==> src/rtl/agg_accumulator_if.sv <==
// Stream interface for agg_accumulator: a sample input channel and a group result channel.
// Both channels use valid/ready: a transfer occurs on a rising clk edge where valid and ready are both 1;
// valid must not wait on ready, and the source holds its payload stable while valid=1 and ready=0.
interface agg_accumulator_if #(
  parameter int IN_W  = 16,
  parameter int ACC_W = 20,
  parameter int CNT_W = 8
) ();
  logic                    in_valid;
  logic                    in_ready;
  logic signed [IN_W-1:0]  in_data;
  logic                    in_last;
  logic                    out_valid;
  logic                    out_ready;
  logic signed [ACC_W-1:0] out_sum;
  logic [CNT_W-1:0]        out_count;
  logic                    out_ovf;
  logic                    out_forced;

  modport master (
    output in_valid, in_data, in_last, out_ready,
    input  in_ready, out_valid, out_sum, out_count, out_ovf, out_forced
  );

  modport slave (
    input  in_valid, in_data, in_last, out_ready,
    output in_ready, out_valid, out_sum, out_count, out_ovf, out_forced
  );
endinterface

==> src/rtl/agg_accumulator.sv <==
// Streaming group accumulator: sums signed samples per group and holds {sum, count, flags} until taken.
// Optional macro AGG_SATURATE_EN: clamp the accumulator on overflow instead of wrapping.
module agg_accumulator #(
  parameter int IN_W      = 16,
  parameter int ACC_W     = 20,
  parameter int CNT_W     = 8,
  parameter int MAX_ELEMS = 255
) (
  input  logic               clk,
  input  logic               arst_n,
  input  logic               clear,
  agg_accumulator_if.slave   bus,
  output logic [1:0]         dbg_state
);

  typedef enum logic [1:0] {
    IDLE  = 2'd0,
    ACCUM = 2'd1,
    HOLD  = 2'd2
  } state_t;

  localparam logic [CNT_W-1:0] MAX_CNT = CNT_W'(MAX_ELEMS);
`ifdef AGG_SATURATE_EN
  localparam logic signed [ACC_W-1:0] ACC_MAX = {1'b0, {(ACC_W-1){1'b1}}};
  localparam logic signed [ACC_W-1:0] ACC_MIN = {1'b1, {(ACC_W-1){1'b0}}};
`endif

  state_t                  state;
  logic signed [ACC_W-1:0] acc;
  logic [CNT_W-1:0]        cnt;
  logic                    ovf;
  logic                    forced;
  logic                    out_valid_q;

  logic                    beat;
  logic                    closing;
  logic                    forced_now;
  logic                    ovf_now;
  logic signed [ACC_W:0]   base_w;
  logic signed [ACC_W:0]   sample_w;
  logic signed [ACC_W:0]   sum_w;
  logic signed [ACC_W-1:0] acc_next;
  logic [CNT_W-1:0]        cnt_base;
  logic [CNT_W-1:0]        cnt_next;

  // No bypass from HOLD: a new group is accepted only after the held result has left.
  assign bus.in_ready = arst_n & (state != HOLD);
  assign beat         = bus.in_valid & bus.in_ready;

  always_comb begin
    base_w     = (state == IDLE) ? '0 : {acc[ACC_W-1], acc};
    sample_w   = {{(ACC_W+1-IN_W){bus.in_data[IN_W-1]}}, bus.in_data};
    sum_w      = base_w + sample_w;
    // One guard bit is enough: a single add of ACC_W-bit operands cannot escape ACC_W+1 bits.
    ovf_now    = sum_w[ACC_W] ^ sum_w[ACC_W-1];
    acc_next   = sum_w[ACC_W-1:0];
`ifdef AGG_SATURATE_EN
    if (ovf_now) begin
      acc_next = sum_w[ACC_W] ? ACC_MIN : ACC_MAX;
    end
`endif
    cnt_base   = (state == IDLE) ? '0 : cnt;
    cnt_next   = cnt_base + CNT_W'(1);
    forced_now = ~bus.in_last & (cnt_next == MAX_CNT);
    closing    = bus.in_last | (cnt_next == MAX_CNT);
  end

  always_ff @(posedge clk or negedge arst_n) begin
    if (!arst_n) begin
      state       <= IDLE;
      acc         <= '0;
      cnt         <= '0;
      ovf         <= 1'b0;
      forced      <= 1'b0;
      out_valid_q <= 1'b0;
    end else if (clear) begin
      state       <= IDLE;
      acc         <= '0;
      cnt         <= '0;
      ovf         <= 1'b0;
      forced      <= 1'b0;
      out_valid_q <= 1'b0;
    end else begin
      case (state)
        IDLE, ACCUM: begin
          if (beat) begin
            acc <= acc_next;
            cnt <= cnt_next;
            ovf <= ((state == ACCUM) & ovf) | ovf_now;
            if (closing) begin
              state       <= HOLD;
              forced      <= forced_now;
              out_valid_q <= 1'b1;
            end else begin
              state  <= ACCUM;
              forced <= 1'b0;
            end
          end
        end
        HOLD: begin
          if (bus.out_ready) begin
            state       <= IDLE;
            out_valid_q <= 1'b0;
          end
        end
        default: begin
          state       <= IDLE;
          out_valid_q <= 1'b0;
        end
      endcase
    end
  end

  assign bus.out_valid  = out_valid_q;
  assign bus.out_sum    = acc;
  assign bus.out_count  = cnt;
  assign bus.out_ovf    = ovf;
  assign bus.out_forced = forced;
  assign dbg_state      = state;

endmodule

==> src/flat_wrapper.sv <==
// flat-port wrapper written by rule: the top's interface ports become plain ports
module agg_accumulator_flat 
#(
  parameter int IN_W      = 16,
  parameter int ACC_W     = 20,
  parameter int CNT_W     = 8,
  parameter int MAX_ELEMS = 255
)
  (clk, arst_n, clear, dbg_state, bus_in_valid, bus_in_data, bus_in_last, bus_out_ready, bus_in_ready, bus_out_valid, bus_out_sum, bus_out_count, bus_out_ovf, bus_out_forced);
  agg_accumulator_if #(.IN_W(IN_W), .ACC_W(ACC_W), .CNT_W(CNT_W)) bus_i ();
  input  logic clk;
  input  logic arst_n;
  input  logic clear;
  output logic [1:0] dbg_state;
  input wire logic [$bits(bus_i.in_valid)-1:0] bus_in_valid;
  input wire logic [$bits(bus_i.in_data)-1:0] bus_in_data;
  input wire logic [$bits(bus_i.in_last)-1:0] bus_in_last;
  input wire logic [$bits(bus_i.out_ready)-1:0] bus_out_ready;
  output wire logic [$bits(bus_i.in_ready)-1:0] bus_in_ready;
  output wire logic [$bits(bus_i.out_valid)-1:0] bus_out_valid;
  output wire logic [$bits(bus_i.out_sum)-1:0] bus_out_sum;
  output wire logic [$bits(bus_i.out_count)-1:0] bus_out_count;
  output wire logic [$bits(bus_i.out_ovf)-1:0] bus_out_ovf;
  output wire logic [$bits(bus_i.out_forced)-1:0] bus_out_forced;
  assign bus_i.in_valid = bus_in_valid;
  assign bus_i.in_data = bus_in_data;
  assign bus_i.in_last = bus_in_last;
  assign bus_i.out_ready = bus_out_ready;
  assign bus_in_ready = bus_i.in_ready;
  assign bus_out_valid = bus_i.out_valid;
  assign bus_out_sum = bus_i.out_sum;
  assign bus_out_count = bus_i.out_count;
  assign bus_out_ovf = bus_i.out_ovf;
  assign bus_out_forced = bus_i.out_forced;
  agg_accumulator #(.IN_W(IN_W), .ACC_W(ACC_W), .CNT_W(CNT_W), .MAX_ELEMS(MAX_ELEMS)) u_core (.clk(clk), .arst_n(arst_n), .clear(clear), .bus(bus_i), .dbg_state(dbg_state));
endmodule
==> config.mk <==
export PLATFORM = sky130hd
export DESIGN_NAME = agg_accumulator_flat
export DESIGN_NICKNAME = d
export VERILOG_FILES = /design/src/rtl/agg_accumulator_if.sv /design/src/rtl/agg_accumulator.sv /design/src/flat_wrapper.sv
export SDC_FILE = /design/constraint.sdc
export NUM_CORES = 1
export LEC_CHECK = 0
export BUFFER_PORTS_ARGS = -buffer_cell sky130_fd_sc_hd__clkbuf_2
export CELL_PAD_IN_SITES_DETAIL_PLACEMENT = 0
export CELL_PAD_IN_SITES_GLOBAL_PLACEMENT = 2
export CORE_AREA = 2 2 94 96
export DETAILED_ROUTE_END_ITERATION = 16
export DIE_AREA = 0 0 96 98
export MAX_ROUTING_LAYER = met4
export PLACE_DENSITY = 0.88
export SLEW_MARGIN = 20
export SYNTH_ARGS = -nofsm -noshare
export SYNTH_HDL_FRONTEND = slang
export SYNTH_SLANG_ARGS = --single-unit
==> constraint.sdc <==
create_clock -name clk -period 3.48 [get_ports clk]
set_clock_uncertainty 0.1 [all_clocks]
set_input_delay 0.174 -clock clk [delete_from_list [all_inputs] [get_ports clk]]
set_output_delay 0.174 -clock clk [all_outputs]
set_load 0.01 [all_outputs]
# Word level (Yosys, flattened, before mapping)
# Cells that the tools add are included.
[word_totals] register_bits=33 elab_cells=55
[op_classes] add_sub_neg=2 n_eq_ne=7 n_bitwise=8 reduce_logical=7 mux=25
[ops] cell="$mux 20" n=3
[ops] cell="$mux 8" n=4
[ops] cell="$add 21x16->21" n=1
[ops] cell="$mux 21" n=1
[ops] cell="$mux 1" n=11
[ops] cell="$add 8x1->8 const B" n=1
[ops] cell="$eq 8x8->1 const B" n=1
[ops] cell="$mux 2" n=4
[ops] cell="$ne 3x2->1 const B" n=2
[ops] cell="$and 1x1->1" n=4
[ops] cell="$pmux 2 s2" n=1
[ops] cell="$reduce_and 2->1" n=2
[ops] cell="$reduce_bool 2->1" n=2
[ops] cell="$ne 3x3->1 const B" n=1
[ops] cell="$reduce_and 3->1" n=1
[ops] cell="$eq 2x1->1 const B" n=1
[ops] cell="$eq 2x2->1 const B" n=1
[ops] cell="$logic_not 2->1" n=1
[ops] cell="$ne 2x2->1 const B" n=1
[ops] cell="$or 1x1->1" n=2
[ops] cell="$pmux 1 s2" n=1
[ops] cell="$reduce_or 2->1" n=1
[ops] cell="$not 1->1" n=1
[ops] cell="$xor 1x1->1" n=1

# Depth between registers and ports, before layout
[depth] word_depth=9 ltp_mapped=14

# Worst setup path before layout
# OpenSTA, ideal clock, no wires.
[synth_timing] path_kind="register -> register" start="register u_core.state[1], in the netlist u_core.dbg_state[1]" end="register u_core.acc[16], in the netlist u_core.bus.out_sum[16]" stages_incl_launch_ff=15 arrival_time_ns=2.742 path_slack_ns=0.517 synth_period_minus_slack_ns=2.963 t_required_ns=3.259 path_cell_list="dfrtp_1 > or2_1 > buf_2 > clkbuf_1 > and2_1 > ha_1 > inv_1 > fa_1 > nand2b_1 > a21oi_2 > o21ai_2 > nand4_1 > mux2i_1 > o221ai_1 > a22o_1"
[synth_via] elab_chain_len=6 elab_cells_between_ends=14 cone_classes="1 x add/sub; 2 x eq/ne; 4 x mux; 2 x bitwise; 5 x reduce/logical"
[synth_rtl] item="from (decl)" line_no="agg_accumulator.sv:28" text="state_t state;"
[synth_rtl] item="from (signal assigned)" line_no="agg_accumulator.sv:70" text="state <= IDLE;"
[synth_rtl] item="from (signal assigned)" line_no="agg_accumulator.sv:77" text="state <= IDLE;"
[synth_rtl] item="from (signal assigned)" line_no="agg_accumulator.sv:91" text="state <= HOLD;"
[synth_rtl] item="$logic_not 2->1" line_no="agg_accumulator.sv:51, agg_accumulator.sv:84"
[synth_rtl] item="$mux 21" line_no="agg_accumulator.sv:51" text="base_w = (state == IDLE) ? '0 : {acc[ACC_W-1], acc};"
[synth_rtl] item="$add 21x16->21" line_no="agg_accumulator.sv:53" text="sum_w = base_w + sample_w;"
[synth_rtl] item="$mux 20" line_no="agg_accumulator.sv:86" text="if (beat) begin"
[synth_rtl] item="$mux 20" line_no="agg_accumulator.sv:84" text="case (state)"
[synth_rtl] item="$mux 20" line_no="agg_accumulator.sv:76" text="end else if (clear) begin"
[synth_rtl] item="to (signal assigned)" line_no="agg_accumulator.sv:87" text="acc <= acc_next;"
[synth_rtl] item="to (decl)" line_no="agg_accumulator.sv:29" text="logic signed [ACC_W-1:0] acc;"
# Several ways; a longest one is shown, not always the timed one. The select of a mux whose other input is x is not followed.
# A chain may end at the register's enable or synchronous reset.

# Worst setup path after layout
# Ends and elaborated chain as after synthesis.

==> impl_metrics.py <==
metrics = {
    "status": {
        "status": "complete, no violations",
    },
    "floorplan": {
        "die_w_um": 96,
        "die-area_mm2": 0.00941,
        "die_y_um": 98,
        "pin_count": 56,
        "rows": 34,
        "core_region_area_mm2": 0.00847,
        "start_util_pct": 30.8,
    },
    "power_and_ir_drop": {
        "power_uw": 1040,
        "p_leak_uw": 0.00154,
        "p_per_area_mw_per_mm2": 326,
        "vdd_drop_max_uv": 156,
    },
    "final_layout": {
        "num_antenna_cells": 0,
        "syn2layout_area_growth_pct": 22.0,
        "drive_gt1_share_pct": 24.3,
        "nets": 410,
        "n_fill_cell": 892,
        "finish.utilization_pct": 37.5,
    },
    "grt": {
        "grt_max_degree": 36,
        "grt_pass1_vias": 2285,
        "top_usage_layer": "met2",
        "grt_pass1_wl_um": 11300,
        "grt_usage_pct": 15.5,
        "met3_usage_pct": 2.39,
        "met1_usage_pct": 21.6,
        "antenna_found_initial": 0,
        "grt_overflow": 0,
        "use_met2_pct": 23.5,
    },
    "route": {
        "drc": 0,
        "routed_wirelength_um": 6760,
        "ant_nets": 0,
        "via_per_inst": 5.09,
        "drtIter0Drc": 180,
        "dr.pass1.iters": 4,
        "avgRoutedWirePerCell_um": 14.3,
        "vias": 2413,
    },
    "timing": {
        "maxSlewViolCount": 0,
        "max_freq_mhz": 329,
        "setup_viol": 0,
        "worstMarginPinSlew_ns": 0.700,
        "maxSlewHeadroom_pct": 53.3,
        "fin_crit_ns": 3.04,
        "setup-tns-final_ns": 0,
        "rsz0062_at_grt": "no",
        "hold_viol": 0,
        "setup_slack_ns": 0.440,
        "whs_ns": 0.00353,
        "fin_crit_sh_pct": 87.3,
    },
    "placement": {
        "portBuffers": 55,
        "place_ws_ns": 0.471,
        "hpwl_um": 5120,
        "place.gp.congestion": 0.814,
    },
    "synth": {
        "yosysTopAreaCellShare_pct": 31.7,
        "netlist_top_cells_count": "45 x nand2_1, 33 x dfrtp_1, 22 x ha_1",
        "synthesis.nets": 350,
        "synth_area_mm2": 0.00260,
        "ys_top_cells_by_area": "dfrtp_1 32%, ha_1 11%, nand2_1 6.5%, and2_1 5.0%, xor2_1 4.0%",
        "synth_cells": 305,
        "yosysSeqAreaShare_pct": 31.7,
        "async_flop_share_pct": 100,
        "ys_ff_latch": 33,
        "yosysMostFrequentCell": "nand2_1",
        "yosys_warnings": 0,
        "synth_edf_count": 0,
        "yosys.area.top_type": "dfrtp_1",
        "yosysUniqueCellTypes": 57,
        "ys.flop_type": "dfrtp_1",
        "syn_avg_cell_area_um2": 8.54,
    },
    "job": {
        "drv_cap": 0,
    },
    "clock_tree": {
        "cts_resized": 0,
        "clkTransAtPathRegs_ns": 0.08,
        "cts-root-buf": "clkbuf_8",
        "cts_buffers": 5,
        "cts_tree": "done",
        "clock_path_buffers": 2,
        "cts_num_sinks": 33,
        "clkLatencyLatePin_ns": 0.29,
        "cts_htree_levels": 2,
    },
    "worst_setup_path": {
        "cp-end-kind": "flip-flop",
        "path_class": "reg -> reg",
        "worst_setup_path_start_kind": "flip-flop",
        "critical_path_arrival_ns": 3.12,
        "required_ns": 3.56,
        "cp_max_fo": 11,
    },
    "hold_path": {
        "hold_class": "in -> reg",
    },
}
==> cell usage in the layout, fill, tap and decap left out, types with 2 or more instances in the layout <==
cell type,netlist,layout
nand3_1,16,16
o21ai_0,15,15
bufinv_16,0,2
o21bai_1,2,2
inv_1,6,6
nand2_1,45,45
a21o_1,2,2
mux2i_1,2,2
clkbuf_8,0,5
o21ai_2,2,2
ha_1,22,22
a22o_1,5,5
nor2_1,13,12
xnor2_1,7,7
nor3b_1,3,3
nor2b_1,4,4
a21oi_1,13,13
nand4_1,2,2
dfrtp_1,33,33
clkbuf_2,0,55
xor2_1,12,12
a31oi_1,4,4
nand2b_1,6,6
o31ai_1,3,3
and3_1,4,4
nor3_1,3,3
o21ai_1,16,16
dlygate4sd3_1,0,2
a21oi_2,4,4
and2_1,21,21
buf_4,0,6
nor2_2,2,3
==> final timing paths <==
check                                                  startpoint                                 end  slack [ns]  cells after the start
worst min-delay path                                  bus_in_last   u_core.bus.out_forced$_DFFE_PN0P_       0.004                      2
worst max-delay path              u_core.dbg_state[1]$_DFFE_PN0P_  u_core.bus.out_sum[16]$_DFFE_PN0P_        0.44                     11
min in group asynchronous                                  arst_n   u_core.bus.out_sum[1]$_DFFE_PN0P_        0.39                      3
worst max register to register    u_core.dbg_state[1]$_DFFE_PN0P_  u_core.bus.out_sum[16]$_DFFE_PN0P_        0.44                     11
worst min register to register  u_core.bus.out_forced$_DFFE_PN0P_   u_core.bus.out_forced$_DFFE_PN0P_        0.39                      2
max in group asynchronous                                  arst_n   u_core.bus.out_sum[7]$_DFFE_PN0P_        2.54                      3
==> what timing repair did <==
| action | in CTS | in global routing |
|---|---|---|
| setup buffers | 0 | 0 |
| endpoints found under the hold margin | 33 | 1 |
| hold buffers | 1 | 1 |
==> power by group <==
part	switching (uW)	internal, uW	total (uW)
Combinational	106	69.6	176
Sequential	14.9	400	415
Clock	160	285	445
==> worst max-delay path: stages (launching register included) <==
cell and delay [ns]:
dfrtp_1 0.46, or2_1 0.33, buf_4 0.21, and2_1 0.16, ha_1 0.33, and3_1 0.22
and2_4 0.17, o21ai_2 0.07, nand4_1 0.28, mux2i_1 0.23, o221ai_1 0.14, a22o_1 0.22
==> logic make-up (layout without fill, tap and decap cells) <==
group	after synthesis	after routing	share of synthesized area, %
compound gates	83	83	21.7
xor+xnor	19	19	6.39
fa+ha+maj	23	23	11.3
buf+inv	17	78	2.55
flops	33	33	31.7
mux	2	2	0.769
simple gates	128	128	25.5
==> routing by layer <==
layer | vias up | part of all wire, %
met5 | - | 0
met4 | 0 | 1.3
met3 | 7 | 4.5
met2 | 58 | 46
met1 | 1137 | 48
li1 | 1211 | -
==> cell type report <==
class	count	area, um2	share of cell area (%)
Clock buffer	5	68.8	2.17
Clock inverter	3	65.1	2.05
Inverter	7	26.3	0.827
Multi-Input combinational cell	255	1710	54.0
Sequential cell	33	826	26.0
Tap cell	108	135	4.26
Timing Repair Buffer	63	340	10.7
==> registers in the layout (all words and copies together), names as in the netlist <==
| name | count |
|---|---|
| u_core.bus.out_count | 8 |
| u_core.bus.out_forced | 1 |
| u_core.dbg_state | 2 |
| u_core.bus.out_valid | 1 |
| u_core.bus.out_sum | 20 |
| u_core.bus.out_ovf | 1 |
==> per-stage QoR <==
stage | area (um2) | instances
CTS | 3170 | 473
finish | 3180 | 474
detailed placement | 3020 | 464
global placement | 3020 | 464
global route | 3180 | 474
floorplan | 2600 | 305
No activity file was read; power rests on OpenSTA's default activity.
